### config.mk
export PLATFORM = sky130hd
export DESIGN_NAME = life_hit_scheduler
export DESIGN_NICKNAME = d
export VERILOG_FILES = /design/src/rtl/life_pkg.sv /design/src/rtl/rr_arbiter.sv /design/src/rtl/life_hit_scheduler.sv
export SDC_FILE = /design/constraint.sdc
export NUM_CORES = 1
export LEC_CHECK = 0
export ABC_CLOCK_PERIOD_IN_PS = 3080
export CORE_MARGIN = 8
export CORE_UTILIZATION = 44
export CTS_CLUSTER_SIZE = 30
export DETAILED_ROUTE_END_ITERATION = 16
export PLACE_DENSITY = 0.77
export SLEW_MARGIN = 20
export SYNTH_ARGS = -nofsm -noshare
export SYNTH_HDL_FRONTEND = slang
export SYNTH_HIERARCHICAL = 1
export SYNTH_SLANG_ARGS = --single-unit
### constraint.sdc
create_clock -name clk -period 3.08 [get_ports clk]
set_input_delay 0.462 -clock clk [delete_from_list [all_inputs] [get_ports clk]]
set_output_delay 0.462 -clock clk [all_outputs]
set_load 0.05 [all_outputs]
### src/rtl/life_pkg.sv
// rtl/life_pkg.sv - shared state encoding, defaults and helpers for the life hit scheduler
package life_pkg;

  localparam int VAL_W_DEF = 10;
  localparam int MAX_LIFE  = 10;

  typedef enum logic [2:0] {
    SPAWN        = 3'd0,
    SPAWN_SETTLE = 3'd1,
    INVULN       = 3'd2,
    ALIVE        = 3'd3,
    APPLY        = 3'd4,
    HIT_SETTLE   = 3'd5,
    DEAD         = 3'd6
  } life_state_e;

  function automatic logic is_alive_state(life_state_e s);
    return (s == ALIVE) || (s == APPLY) || (s == HIT_SETTLE) || (s == INVULN);
  endfunction

  function automatic int max3(int a, int b, int c);
    int m;
    m = (a > b) ? a : b;
    return (m > c) ? m : c;
  endfunction

endpackage

### src/rtl/rr_arbiter.sv
// rtl/rr_arbiter.sv - combinational round-robin arbiter: first request at or after the pointer wins
module rr_arbiter #(
  parameter int N     = 4,
  parameter int IDX_W = 2
) (
  input  logic [N-1:0]     req_i,
  input  logic [IDX_W-1:0] ptr_i,
  output logic [N-1:0]     grant_o,
  output logic [IDX_W-1:0] grant_idx_o,
  output logic             any_o
);

  // Scan from the farthest slot back to the pointer so the nearest requester overwrites last.
  always_comb begin
    grant_o     = '0;
    grant_idx_o = '0;
    for (int k = N - 1; k >= 0; k--) begin
      if (req_i[(int'(ptr_i) + k) % N]) begin
        grant_o = '0;
        grant_o[(int'(ptr_i) + k) % N] = 1'b1;
        grant_idx_o = IDX_W'((int'(ptr_i) + k) % N);
      end
    end
  end

  assign any_o = |req_i;

endmodule

### src/rtl/life_hit_scheduler.sv
// rtl/life_hit_scheduler.sv - damage hit arbitration and death/respawn sequencing for the life datapath
// Optional post-spawn invulnerability window: LIFE_HIT_INVULN_EN
module life_hit_scheduler
  import life_pkg::*;
#(
  parameter int N_REQ          = 4,
  parameter int VAL_W          = VAL_W_DEF,
  parameter int SETTLE_CYCLES  = 2,
  parameter int RESPAWN_CYCLES = 100,
  parameter int INVULN_CYCLES  = 50
) (
  input  logic                   clk,
  input  logic                   reset,
  input  logic [N_REQ-1:0]       hit_req,
  input  logic [N_REQ*VAL_W-1:0] hit_value,
  output logic [N_REQ-1:0]       hit_ack,
  input  logic                   isDead,
  output logic                   isDamaged,
  output logic [VAL_W-1:0]       damagedValue,
  output logic                   isRegen,
  output logic                   alive,
  output logic [2:0]             state_dbg
);

  localparam int IDX_W = (N_REQ > 1) ? $clog2(N_REQ) : 1;
  localparam int CNT_W = $clog2(max3(RESPAWN_CYCLES, INVULN_CYCLES, SETTLE_CYCLES) + 1);
  localparam logic [CNT_W-1:0] SETTLE_LOAD  = CNT_W'(SETTLE_CYCLES - 1);
  localparam logic [CNT_W-1:0] RESPAWN_LOAD = CNT_W'((RESPAWN_CYCLES == 0) ? 0 : RESPAWN_CYCLES - 1);
`ifdef LIFE_HIT_INVULN_EN
  localparam logic [CNT_W-1:0] INVULN_LOAD  = CNT_W'((INVULN_CYCLES == 0) ? 0 : INVULN_CYCLES - 1);
`endif

  life_state_e      state_q, state_d;
  logic [CNT_W-1:0] cnt_q, cnt_d;
  logic [IDX_W-1:0] ptr_q, ptr_d;
  logic [N_REQ-1:0] hit_ack_q;
  logic             is_damaged_q, is_regen_q, alive_q;
  logic [VAL_W-1:0] dmg_value_q;

  logic [N_REQ-1:0] req_eff, grant;
  logic [IDX_W-1:0] grant_idx;
  logic             any_req, take_d, apply_d, regen_d;

  // A request being acked this cycle is still held by its source; hide it so it is not granted twice.
  assign req_eff = hit_req & ~hit_ack_q;

  rr_arbiter #(.N(N_REQ), .IDX_W(IDX_W)) u_arb (
    .req_i      (req_eff),
    .ptr_i      (ptr_q),
    .grant_o    (grant),
    .grant_idx_o(grant_idx),
    .any_o      (any_req)
  );

  assign ptr_d = (int'(grant_idx) == N_REQ - 1) ? '0 : grant_idx + IDX_W'(1);

  always_comb begin
    state_d = state_q;
    cnt_d   = cnt_q;
    take_d  = 1'b0;
    apply_d = 1'b0;
    regen_d = 1'b0;
    case (state_q)
      // SPAWN spends one cycle quiet, then one cycle with the regen strobe up.
      SPAWN: begin
        if (is_regen_q) begin
          state_d = SPAWN_SETTLE;
          cnt_d   = SETTLE_LOAD;
        end else begin
          regen_d = 1'b1;
        end
      end
      SPAWN_SETTLE: begin
        if (cnt_q == '0) begin
`ifdef LIFE_HIT_INVULN_EN
          state_d = INVULN;
          cnt_d   = INVULN_LOAD;
`else
          state_d = ALIVE;
`endif
        end else begin
          cnt_d = cnt_q - CNT_W'(1);
        end
      end
`ifdef LIFE_HIT_INVULN_EN
      INVULN: begin
        take_d = any_req;
        if (cnt_q == '0) state_d = ALIVE;
        else             cnt_d   = cnt_q - CNT_W'(1);
      end
`endif
      ALIVE: begin
        if (isDead) begin
          state_d = DEAD;
          cnt_d   = RESPAWN_LOAD;
        end else if (any_req) begin
          take_d  = 1'b1;
          apply_d = 1'b1;
          state_d = APPLY;
        end
      end
      APPLY: begin
        state_d = HIT_SETTLE;
        cnt_d   = SETTLE_LOAD;
      end
      HIT_SETTLE: begin
        if (cnt_q != '0) begin
          cnt_d = cnt_q - CNT_W'(1);
        end else if (isDead) begin
          state_d = DEAD;
          cnt_d   = RESPAWN_LOAD;
        end else begin
          state_d = ALIVE;
        end
      end
      DEAD: begin
        take_d = any_req;
        if (cnt_q == '0) state_d = SPAWN;
        else             cnt_d   = cnt_q - CNT_W'(1);
      end
      default: state_d = SPAWN;
    endcase
  end

  always_ff @(posedge clk) begin
    if (reset) begin
      state_q      <= SPAWN;
      cnt_q        <= '0;
      ptr_q        <= '0;
      hit_ack_q    <= '0;
      is_damaged_q <= 1'b0;
      is_regen_q   <= 1'b0;
      alive_q      <= 1'b0;
      dmg_value_q  <= '0;
    end else begin
      state_q      <= state_d;
      cnt_q        <= cnt_d;
      hit_ack_q    <= take_d ? grant : '0;
      is_damaged_q <= apply_d;
      is_regen_q   <= regen_d;
      alive_q      <= is_alive_state(state_d);
      if (take_d)  ptr_q       <= ptr_d;
      if (apply_d) dmg_value_q <= hit_value[int'(grant_idx)*VAL_W +: VAL_W];
    end
  end

  assign hit_ack      = hit_ack_q;
  assign isDamaged    = is_damaged_q;
  assign damagedValue = dmg_value_q;
  assign isRegen      = is_regen_q;
  assign alive        = alive_q;
  assign state_dbg    = state_q;

endmodule

==> metrics.md <==
| Metric | Value |
|---|---|
| Clock-pin slew on the worst setup and hold paths | `0.06 ns` |
| Initial antenna violation count | `0` |
| Final setup margin | `0.0956 ns` |
| Status | `finished clean` |
| Switch Pwr | `667 uW` |
| Slew Limit Fails | `0` |
| Setup violations, final | `0` |
| Pwr per Cell Area | `506 nW/um^2` |
| Setup Skew | `0.00397 ns` |
| Worst Hold Class | `reg2reg` |
| Critical path class | `in2reg` |
| Final worst path period share | `0.969` |
| Final setup TNS | `0 ns` |
| Crit path capture type | `flip-flop` |
| # diodes | `0` |
| # rows | `26` |
| Async SR Flop Fraction | `0` |
| DP Worst Slack | `-0.252 ns` |
| Yosys warns | `6` |
| Top Metal Used | `met4` |
| Peak VDD IR | `0.251 mV` |
| Die footprint | `8010 um^2` |
| Arr. time, crit path | `3.16 ns` |
| Average size of a mapped cell | `8.37 um^2` |
| Area after DPL | `3170 um^2` |
| Main flop type after synthesis | `dfxtp_1` |
| H-tree levels | `2` |
| Internal | `1.02 mW` |
| Global-route wire length before repair | `11.5 mm` |
| Number of vias per cell | `5.84` |
| Worst-Skew Late Latency | `0.29 ns` |
| Synth Register Bits | `29` |
| CP max FO | `6` |
| Post-Route M1 WL | `2.91 mm` |
| Fillers | `437` |
| Rel. slew slack | `0.456` |
| Leakage Power | `1.19 nW` |
| Final instance area | `3320 um^2` |
| Starting Density | `0.460` |
| Placer congestion estimate | `0.909` |
| CTS sink cnt | `29` |
| Syn Inst Count | `284` |
| Congestion Overflow GR | `0` |
| Post-synth net total | `342` |
| P&R area growth vs syn | `39.8%` |
| Data required time of the worst path | `3.25 ns` |
| First-pass DRT Iterations | `4` |
| Worst Tran Pin Value | `0.809 ns` |
| Fin crit period | `2.98 ns` |
| Crit start category | `input port` |
| Core outline area | `5170 um^2` |
| # Max-Cap Violations | `0` |
| Post-synthesis cell area | `2380 um^2` |
| Clk network pwr share | `0.252` |
| Vias in the first global route | `2517` |
| Remaining antenna violation count | `0` |
| Design Power | `1.68 mW` |
| Pin count of the biggest net entering global routing | `23` |
| I/O Buffers | `66` |
| Post-synth EDFFs | `0` |
| Tot GR Track Use | `0.184` |
| CTS root buffer | `clkbuf_8` |
| Die Y | `89.5 um` |
| Post-DR wirelength/cell | `16.5 um` |
| Hpwl dp | `5.34 mm` |
| Final hold viol count | `0` |
| Sequential fraction of the synthesis area | `0.244` |
| Sequential share of power | `0.293` |
| CTS max path bufs | `2` |
| Fmax | `0.335 GHz` |
| Routed WL | `7.01 mm` |
| Sw frac | `0.396` |
| Comb pwr share | `0.455` |
| DR WL met2 | `3.20 mm` |
| CTS tree | `done` |
| DRC viols | `0` |
| Post-synth cell types | `58` |
| Initial DRC Count | `247` |
| # IOs | `67` |
| Die width | `89.5 um` |
| Postcts setup bufs | `0` |
| Final #Nets | `412` |
| Share of cells above drive strength 1 | `0.158` |
| CTS Buf Count | `5` |
| Met3 WL | `764 um` |
| DR vias | `2483` |
-- state kept, by name, summed over array words and instances (netlist names) --
register,cells
alive,1
state_dbg,3
cnt_q,7
damagedValue,10
hit_ack,4
isRegen,1
isDamaged,1
ptr_q,2
-- cell families after synthesis --
group,share of synthesized area
simple gates,0.242
mux,0.165
buf+inv,0.0579
compound gates,0.229
xor+xnor,0.00368
flops,0.244
fa+ha+maj,0.0579
-- Yosys cell counts (all sizes together), types with 2 or more instances --
cell type | number | area (um^2)
inv | 12 | 45.0
clkbuf | 12 | 46.3
mux2i | 5 | 50.1
a22oi | 3 | 22.5
or4 | 4 | 33.8
and3 | 4 | 25.0
nand2b | 6 | 37.5
a21oi | 25 | 125
nor3 | 6 | 30.0
o31ai | 3 | 27.5
nand2 | 36 | 135
a221oi | 4 | 35.0
o2bb2ai | 2 | 17.5
a31oi | 3 | 18.8
nand3b | 4 | 30.0
o21ai | 5 | 25.0
mux2 | 4 | 45.0
a311o | 2 | 20.0
dfxtp | 29 | 581
or3b | 2 | 17.5
nor2 | 25 | 96.4
buf | 7 | 46.3
a22o | 3 | 26.3
mux4 | 13 | 297
o32ai | 3 | 26.3
nand4 | 3 | 18.8
o211ai | 7 | 52.6
o22ai | 2 | 12.5
ha | 11 | 138
nor2b | 12 | 75.1
a21o | 3 | 22.5
nand3 | 6 | 30.0
-- placed cells by master, fill, tap and decap left out, drive strengths merged, types with 4 or more instances in the layout --
master | Yosys | routed
nand3 | 6 | 6
inv | 12 | 12
and3 | 4 | 4
mux4 | 13 | 13
mux2i | 5 | 5
nor2b | 12 | 12
o21ai | 5 | 5
nand3b | 4 | 4
nand2 | 36 | 36
a21oi | 25 | 25
clkdlybuf4s50 | 0 | 66
nand2b | 6 | 6
clkbuf | 12 | 7
buf | 7 | 15
o211ai | 7 | 7
a221oi | 4 | 4
nor3 | 6 | 6
nor2 | 25 | 25
ha | 11 | 11
mux2 | 4 | 4
or4 | 4 | 4
dfxtp | 29 | 29
-- power groups by stage --
stage                     Clock (mW)  Combinational (mW)  Sequential [mW]
after floorplan                    0               0.517            0.511
after global placement             0               0.730            0.497
after detailed placement           0               0.745            0.497
after CTS                      0.433               0.750            0.490
after global routing           0.451               0.835            0.502
final                          0.424               0.766            0.494
-- critical path, cell delays in order --
cell and delay [ns]:
clkdlybuf4s50_1 0.41, nor2b_1 0.17, mux4_2 0.49, a311o_1 0.41, o32ai_4 0.36, clkbuf_16 0.24, mux4_2 0.49, nand2_1 0.08
a21oi_1 0.05
-- worst paths after layout --
kind                                      start               to  slack (ns)  cells after the start
worst max register to register         ptr_q[0]  damagedValue[5]        0.18                      9
worst min register to register  damagedValue[2]  damagedValue[2]        0.46                      2
worst min-delay path            damagedValue[2]  damagedValue[2]        0.46                      2
worst max-delay path                 hit_req[2]  damagedValue[5]         0.1                      9
-- layer usage --
layer,vias to the layer above,track usage
met5,-,0
met4,0,0.0740
met3,9,0.0726
met2,114,0.284
met1,1162,0.224
li1,1198,-
-- per-stage QoR --
step,cells,util,hold WS (ns)
CTS,424,0.636,0.455
finish,425,0.642,0.455
global route,425,0.642,0.493
global placement,416,0.613,0.442
floorplan,284,-,0.475
detailed placement,416,0.613,0.446
-- area by class of cell --
cell class | count | area, um^2 | area share
clock buffers | 6 | 82.6 | 0.0248
clock inverters | 2 | 37.5 | 0.0113
inverters | 12 | 45.0 | 0.0136
multi-input cells | 224 | 1670 | 0.504
flip-flops and latches | 29 | 586 | 0.176
well taps | 70 | 87.6 | 0.0264
repair buffers | 82 | 811 | 0.244
-- repair_timing --
action,4_1_cts,5_1_grt
gates resized for setup,0,2
hold buffers,0,0
endpoints found under the setup margin,0,10
Power figures use the tool's default switching activity.
